File: config.mk
export PLATFORM = sky130hd
export DESIGN_NAME = turn_signal_sched
export DESIGN_NICKNAME = d
export VERILOG_FILES = /design/src/rtl/turn_signal_sched.sv
export SDC_FILE = /design/constraint.sdc
export NUM_CORES = 1
export LEC_CHECK = 0
export ABC_AREA = 1
export CORE_MARGIN = 10
export CORE_UTILIZATION = 52
export DETAILED_ROUTE_END_ITERATION = 16
export PLACE_DENSITY_LB_ADDON = 0.12
export SLEW_MARGIN = 10
export SYNTH_ARGS = -nofsm -noshare
export SYNTH_HDL_FRONTEND = slang
export SYNTH_SLANG_ARGS = --single-unit
export TNS_END_PERCENT = 50
File: constraint.sdc
create_clock -name CLOCK -period 2.1 [get_ports CLOCK]
set_clock_uncertainty 0.2 [all_clocks]
set_input_delay 0.21 -clock CLOCK [delete_from_list [all_inputs] [get_ports CLOCK]]
set_output_delay 0.21 -clock CLOCK [all_outputs]
set_load 0.02 [all_outputs]
File: src/rtl/turn_signal_sched.sv
// rtl/turn_signal_sched.sv - turn-signal frame scheduler: switch sync/debounce, arbitration, STEP timing
// Optional brake path enabled by defining TURN_SIGNAL_SCHED_BRAKE_EN.
module turn_signal_sched #(
  parameter int DIV       = 12500000,
  parameter int DB_CYCLES = 4
) (
  input  logic       CLOCK,
  input  logic       RESET,
  input  logic       SW_LEFT,
  input  logic       SW_RIGHT,
  input  logic       SW_HAZ,
  input  logic       SW_BRAKE,
  output logic       LEFT,
  output logic       RIGHT,
  output logic       HAZ,
  output logic       STEP,
  output logic       BRAKE_OUT,
  output logic [1:0] MODE
);

  localparam logic [1:0] MODE_IDLE   = 2'd0;
  localparam logic [1:0] MODE_LEFT   = 2'd1;
  localparam logic [1:0] MODE_RIGHT  = 2'd2;
  localparam logic [1:0] MODE_HAZARD = 2'd3;

  localparam logic [23:0] PRESC_LAST = 24'(DIV - 1);
  localparam logic [7:0]  DB_LAST    = 8'(DB_CYCLES - 1);

  localparam int CH_LEFT  = 0;
  localparam int CH_RIGHT = 1;
  localparam int CH_HAZ   = 2;

`ifdef TURN_SIGNAL_SCHED_BRAKE_EN
  localparam int NCH = 4;
`else
  localparam int NCH = 3;
`endif

  logic [NCH-1:0] raw;
  logic [NCH-1:0] sync1;
  logic [NCH-1:0] sync2;
  logic [NCH-1:0] db;
  logic [7:0]     db_cnt [NCH];

`ifdef TURN_SIGNAL_SCHED_BRAKE_EN
  assign raw       = {SW_BRAKE, SW_HAZ, SW_RIGHT, SW_LEFT};
  assign BRAKE_OUT = db[3];
`else
  logic unused_brake;
  assign unused_brake = SW_BRAKE;
  assign raw          = {SW_HAZ, SW_RIGHT, SW_LEFT};
  assign BRAKE_OUT    = 1'b0;
`endif

  // Each channel flips only after DB_CYCLES back-to-back disagreeing samples.
  always_ff @(posedge CLOCK) begin
    if (RESET) begin
      sync1 <= '0;
      sync2 <= '0;
      db    <= '0;
      for (int i = 0; i < NCH; i++) db_cnt[i] <= '0;
    end else begin
      sync1 <= raw;
      sync2 <= sync1;
      for (int i = 0; i < NCH; i++) begin
        if (sync2[i] != db[i]) begin
          if (db_cnt[i] == DB_LAST) begin
            db[i]     <= sync2[i];
            db_cnt[i] <= '0;
          end else begin
            db_cnt[i] <= db_cnt[i] + 8'd1;
          end
        end else begin
          db_cnt[i] <= '0;
        end
      end
    end
  end

  logic [1:0]  arb;
  logic [1:0]  mode_q;
  logic [1:0]  next_mode;
  logic [1:0]  phase;
  logic [23:0] presc;
  logic        frame_end;

  always_comb begin
    arb = MODE_IDLE;
    if (db[CH_HAZ] || (db[CH_LEFT] && db[CH_RIGHT])) arb = MODE_HAZARD;
    else if (db[CH_LEFT])                            arb = MODE_LEFT;
    else if (db[CH_RIGHT])                           arb = MODE_RIGHT;
  end

  assign MODE      = mode_q;
  assign STEP      = (mode_q != MODE_IDLE) && (presc == PRESC_LAST);
  assign frame_end = STEP && (phase == 2'd3);

  // Mode is latched from idle or at a frame boundary, otherwise frozen.
  always_comb begin
    next_mode = mode_q;
    if (mode_q == MODE_IDLE || frame_end) next_mode = arb;
  end

  always_ff @(posedge CLOCK) begin
    if (RESET) begin
      mode_q <= MODE_IDLE;
      LEFT   <= 1'b0;
      RIGHT  <= 1'b0;
      HAZ    <= 1'b0;
      presc  <= '0;
      phase  <= '0;
    end else begin
      mode_q <= next_mode;
      LEFT   <= (next_mode == MODE_LEFT);
      RIGHT  <= (next_mode == MODE_RIGHT);
      HAZ    <= (next_mode == MODE_HAZARD);
      if (mode_q == MODE_IDLE || next_mode == MODE_IDLE) begin
        presc <= '0;
        phase <= '0;
      end else if (STEP) begin
        presc <= '0;
        phase <= phase + 2'd1;
      end else begin
        presc <= presc + 24'd1;
      end
    end
  end

endmodule

==> results.rst <==
.. list-table::
   :header-rows: 1

   * - Metric
     - Value
   * - Sinks on Clock Net
     - 64
   * - Worst path setup slack after routing
     - ~0.13 ns
   * - Die footprint
     - 9860 um2
   * - Wire length of the first global-routing pass
     - roughly 10,000 um
   * - First-iteration detailed-routing DRC count
     - 78
   * - ANT nets after route
     - 0
   * - First-pass DRT Iterations
     - 4
   * - Sequential element share of the synthesized area
     - between 40% and 50%
   * - CP max-delay cell
     - dfxtp_1
   * - Count of hold-fix buffers inserted at cts
     - 0
   * - Root buffer cell
     - clkbuf_8
   * - Post-Synthesis Mean Instance Area
     - 8.17 um2
   * - Vias per cell
     - 4.74
   * - Flip-flop and latch count after synthesis
     - 64
   * - Largest fanout on the critical path
     - 13
   * - Areal power density over the cells
     - 647 nW/um2
   * - Post-synth design cell area
     - 3270 um2
   * - Wire length per cell after detailed routing
     - about 11 um
   * - Category of cells accounting for the largest share of critical-path delay
     - simple AND/OR/NAND/NOR gates
   * - Peak supply drop
     - about 500 uV
   * - Final non-filler cell area
     - roughly 3900 um2
   * - Final Net Count
     - 478
   * - Most frequent cell on the critical path
     - nand2_2
   * - Data arrival time of the worst path
     - 2.00 ns
   * - Starting Density
     - 54.3%
   * - Largest net degree at the start of global routing
     - 14
   * - Commonest non-fill, non-tap cell in the layout
     - inv_1
   * - Final number of max-transition violations
     - 0
   * - Instance area after placement
     - roughly 3700 um2
   * - CTS tree
     - built
   * - Number of library cell types mapped by synthesis
     - 35
   * - Number of inserted diodes
     - 0
   * - Width of the die
     - around 100 um
   * - Total routed wirelength
     - between 5000 and 6000 um
   * - Clock slew seen by the registers of the worst setup and hold paths
     - 0.07 ns
   * - Number of buffers inserted by port buffering
     - 10
   * - Cells after synthesis
     - 400
   * - Vias in the first global route
     - approximately 2,400
   * - Synthesis-to-finish area growth
     - 20.6%
   * - Critical-path cell list
     - ha_2, nand2_2, nor2_4, buf_4, nand2_2, nor2_4, nand3_2, nand2_2, nand4_4, nand3_4, buf_12, nor2_1
   * - Clock latency on the worst-skew pair
     - between 0.3 and 0.4 ns
   * - Result of the run
     - complete, no violations
   * - Number of warnings issued by yosys
     - 0
   * - Post-DP HPWL
     - 4590 um
   * - Core ar.
     - 6030 um2
   * - Path type of the worst min-delay path
     - primary input to register
   * - Buf+Inv Stages, Crit Path
     - 2
   * - Share of final-layout standard cells stronger than drive strength 1
     - between 15 and 20%
   * - Commonest cells after routing, fill and taps aside
     - inv_1 (69), nor2_1 (63), nand2_1 (59)
   * - Setup Crit Path Kind
     - register to register
   * - Number of rows in the core area
     - 28
   * - Kind of capture point of the worst setup path
     - register
   * - CP required
     - 2.13 ns
   * - Die height
     - between 90 and 100 um
   * - # DRC
     - 0
   * - Achievable Freq
     - a little over 500 MHz
   * - Number of placed cells counting well taps
     - between 500 and 600
   * - Part of the cycle the worst path needs
     - between 90% and 100%
   * - Post-route insts no fill
     - approximately 550
   * - Post-placement setup slack
     - around 0.019 ns
   * - Total power after layout
     - between 2 and 3 mW
   * - Worst setup SP type
     - register
   * - Routability congestion estimate
     - approximately 0.9
   * - Leakage
     - 1.60 nW
   * - Cell type with the largest total area after synthesis
     - dfxtp_1
   * - Number of ports placed on the die boundary
     - 13
   * - Count of max-cap constraint violations
     - 0
   * - Grt total ovfl
     - 0
   * - Minimum period implied by the final worst setup slack
     - 1.97 ns
   * - Top post-synthesis cells by area
     - dfxtp_1 (24%), edfxtp_1 (22%), inv_1 (7.9%), nor2_1 (7.2%), nand2_1 (6.8%)
   * - Final setup fails
     - 0
   * - Top cell type's share of synthesized area
     - 24.5%
   * - H-tree levels
     - 3
   * - Initial antenna violation count
     - 0
   * - Largest stage delay on the critical path
     - between 0.3 and 0.4 ns
   * - Final hold violations
     - 0
   * - CTS max path bufs
     - 2
   * - Clock buffers created by TritonCTS
     - 9
   * - Unrepaired setup endpoints after global routing
     - false
   * - Global routing usage summed across all routing layers
     - ~12%
   * - Via count of the routed design
     - about 2,600
   * - Setup_tns
     - 0 ns
   * - Setup Fix Bufs, Post-CTS
     - 0
[final timing paths]
path                    end     start  cells past startpoint  slack (ns)
hold / removal     sync1[1]  SW_RIGHT                      3        0.20
setup reg to reg  presc[17]  presc[0]                     12        0.13
hold reg to reg    sync2[0]  sync1[0]                      2        0.21
setup / recovery  presc[17]  presc[0]                     12        0.13
[routing by layer]
metal	part of all wire [%]	track usage [%]	up-vias
li1	-	-	1380
met3	4.1	2.56	11
met5	0	0	-
met2	46	20.8	38
met4	1.8	6.73	0
met1	48	14.0	1166
[state kept, by name, summed over array words and instances (netlist names)]
register  flops
HAZ           1
LEFT          1
MODE          2
RIGHT         1
db            3
db_cnt       24
phase         2
presc        24
sync1         3
sync2         3
[worst min-delay path, delay by kind of cell]
kind,cells,cell delay [ns]
simple gates,1,0.03
buf+inv,2,0.45
[cell families after synthesis]
family,share of synthesized area (%)
and+or+nand+nor,31.1
buffers and inverters,9.61
DFF,46.5
xor gates and xnor gates,6.70
AOI/OAI and AO/OA,3.90
adders and majority gates,1.91
other,0.230
[cells in the mapped netlist, drive strengths merged]
cell type  instances
nor2              81
nand4             10
o21bai             1
buf                3
dfxtp             40
conb               2
clkbuf             1
nor4               4
a2111oi            1
o21ai              5
and2               1
xor2              16
a211oi             1
edfxtp            24
or2                2
nand3             19
xnor2              9
a31oi              3
ha                 5
inv               70
nand2             66
a21oi             12
nor3              21
nor3b              3
[where the power goes]
group          leakage, nW  switching (mW)  internal [mW]  total (mW)
Clock                0.104           0.457          0.669        1.13
Combinational        0.929          0.0576         0.0362      0.0938
Sequential           0.571          0.0185           1.31        1.33
Total                 1.60           0.533           2.02        2.55
[final cells by class]
class / count / area (um2)
multi-input cells: 285 / 1530
well taps: 75 / 93.8
clock inverters: 5 / 81.3
inverters: 70 / 263
flip-flops and latches: 64 / 1520
fillers: 555 / 2080
clock buffers: 11 / 131
repair buffers: 37 / 325
[repair_timing]
action / in CTS / in global routing
endpoints found under the setup margin: 1 / 3
resized for setup: 4 / 3
pin swaps: 0 / 0
[metrics by stage]
stage	utilization, %	hold slack [ns]
3_5_place_dp	61.8	0.205
3_3_place_gp	61.8	0.202
5_1_grt	65.4	0.204
6_report	65.4	0.196
2_1_floorplan	-	0.117
4_1_cts	65.3	0.186
No activity file was read; power rests on OpenSTA's default activity.
==> RTL change: new RTL, config.mk and constraints unchanged <==
The option `TURN_SIGNAL_SCHED_BRAKE_EN` is turned on by a define.
--- a/src/rtl/turn_signal_sched.sv
+++ b/src/rtl/turn_signal_sched.sv
@@ -1,4 +1,6 @@
 // rtl/turn_signal_sched.sv - turn-signal frame scheduler: switch sync/debounce, arbitration, STEP timing
 // Optional brake path enabled by defining TURN_SIGNAL_SCHED_BRAKE_EN.
+`define TURN_SIGNAL_SCHED_BRAKE_EN
+
 module turn_signal_sched #(
   parameter int DIV       = 12500000,
Function: changed (a bounded check fails within 10 cycles, from zero or initial values and one cycle with RESET high).
==> RTL change against the unedited design <==
Clock power down 16%; synthesized cell count up 12%; final area rose by 13%; sequential cell count is 11 higher; total power grew 3.5%; count of clock-buffer cells in the layout is the same; wire length increased by 14%; fmax is 1.4% higher; area after synthesis is 14% higher; setup slack better by 0.028 ns; non-clock buffer count fell by 7; critical endpoint is now presc[8]$_SDFF_PP0_; largest power group unchanged.
==> RTL change: results (changes against the unedited design) <==
• number of placed instances with taps included: 600, was 531
• switching share of total power: 0.2346, was 0.2089
• met3 track utilization from global routing: 0.03071, was 0.02561
• cell area power density: 595.3 mW/mm^2, was 647.2 mW/mm^2
• clock insertion delay at the later pin of the skew report: 0.35 ns, was 0.33 ns
• GPL Wtd Cong: 0.8683, was 0.9227
• Largest regs: db_cnt x32, presc x24, was db_cnt x24, presc x24
• most numerous cell types in the synthesized netlist: inv_1, nor2_1, nand2_1, unchanged
• number of synthesized flops with an enable pin: 32, was 24
• placed wire-length estimate: 4.904 mm, was 4.588 mm
• quantity of I/O buffers inserted on ports: 12, was 10
• arrival time at the worst endpoint: 1.97 ns, was 2.00 ns
• largest vdd supply drop: 293.6 uV, was 501.9 uV
• Max Freq: 515.6 MHz, was 508.3 MHz
• Synth Area in XOR/XNOR: 0.06288, was 0.06697
• Inserted Clock Buffers: 9, unchanged
• total routing resource utilization after global routing: 0.1260, was 0.1224
• clock share of power: 0.358, was 0.441
• complex-gate fraction of the synthesized area: 0.05452, was 0.03904
• wire length of the first global-routing pass: 11.63 mm, was 10.03 mm
• DR WL met3: 289 um, was 243 um
• Met2 Routed Length: 3.182 mm, was 2.777 mm
• per-instance average area after synthesis: 8.388 sq um, was 8.173 sq um
• hold-critical path endpoint: sync1[2]$_SDFF_PP0_, was sync1[1]$_SDFF_PP0_
• sequential-to-total area share from yosys stat: 0.4870, was 0.4654
• worst setup slack after placement: -0.02520 ns, was 0.01856 ns
• # nets final: 530, was 478
• detailed router's first-iteration violation count: 114, was 78
• status: complete, no violations, unchanged
• detailed-route wire length on metal 1: 3.241 mm, was 2.870 mm
• Critical Path Sink: presc[8]$_SDFF_PP0_, was presc[17]$_SDFF_PP0_
• worst reg2reg setup slack: 0.16 ns, was 0.13 ns
• static leakage: 0.001762 uW, was 0.001604 uW
• max incr delay on CP: 0.37 ns, was 0.34 ns
• Post-Layout Cell Count: 619, was 547
• worst-path maximum fanout: 6, was 13
• fill cell instance count of the final layout: 633, was 555
• top post-synthesis cells by area: edfxtp_1, dfxtp_1, inv_1, was dfxtp_1, edfxtp_1, inv_1
• maximum number of pins on one net before global-route repair: 25, was 14
• met1 usage in global routing: 0.1534, was 0.1402
• async set or reset register ratio after synthesis: 0, unchanged
• routed wire length: 6.828 mm, was 5.999 mm
• vias in the first global route: 2747, was 2420
• number of cells on the worst reg-to-reg path: 10, was 12
• origin of the worst min-delay path: SW_HAZ, was SW_RIGHT
• worst-case hold slack: 0.1704 ns, was 0.1960 ns
• met2 routing resource usage after global routing: 0.2037, was 0.2079
• Placed Instance Area: 0.004203 sq mm, was 0.003726 sq mm
• sequential logic power: 1580 uW, was 1330 uW
• multi-input logic area: 0.001767 sq mm, was 0.001528 sq mm
• launch point of the worst reg-to-reg path: presc[19]$_SDFF_PP0_, was presc[0]$_SDFF_PP0_
==> RTL change: changes by cell type after synthesis, moves of 5 or more <==
cell	before	now
nor3_1	19	14
nor2_1	63	73
o21ai_0	5	10
edfxtp_1	24	32
a21oi_1	12	19
inv_1	69	83
==> RTL change: final cells by class <==
type,count,area share
repair buffers,30,0.05639
clock inverters,5,0.007048
inverters,84,0.07105
multi-input cells,318,0.3981
well taps,96,0.02707
flip-flops and latches,75,0.4108
clock buffers,11,0.02960
==> RTL change: worst reg2reg max path, delay by kind of cell (launching register included) <==
family        cells  cell delay (ns)
simple gates      9             1.14
flops             1             0.37
buf+inv           1             0.13
==> RTL change: what timing repair did <==
action / 4_1_cts / 5_1_grt
resized for setup: 3 / 9
setup endpoints to repair: 1 / 25
gates cloned: 0 / 3
buffers inserted: 0 / 0
pin swaps: 0 / 2
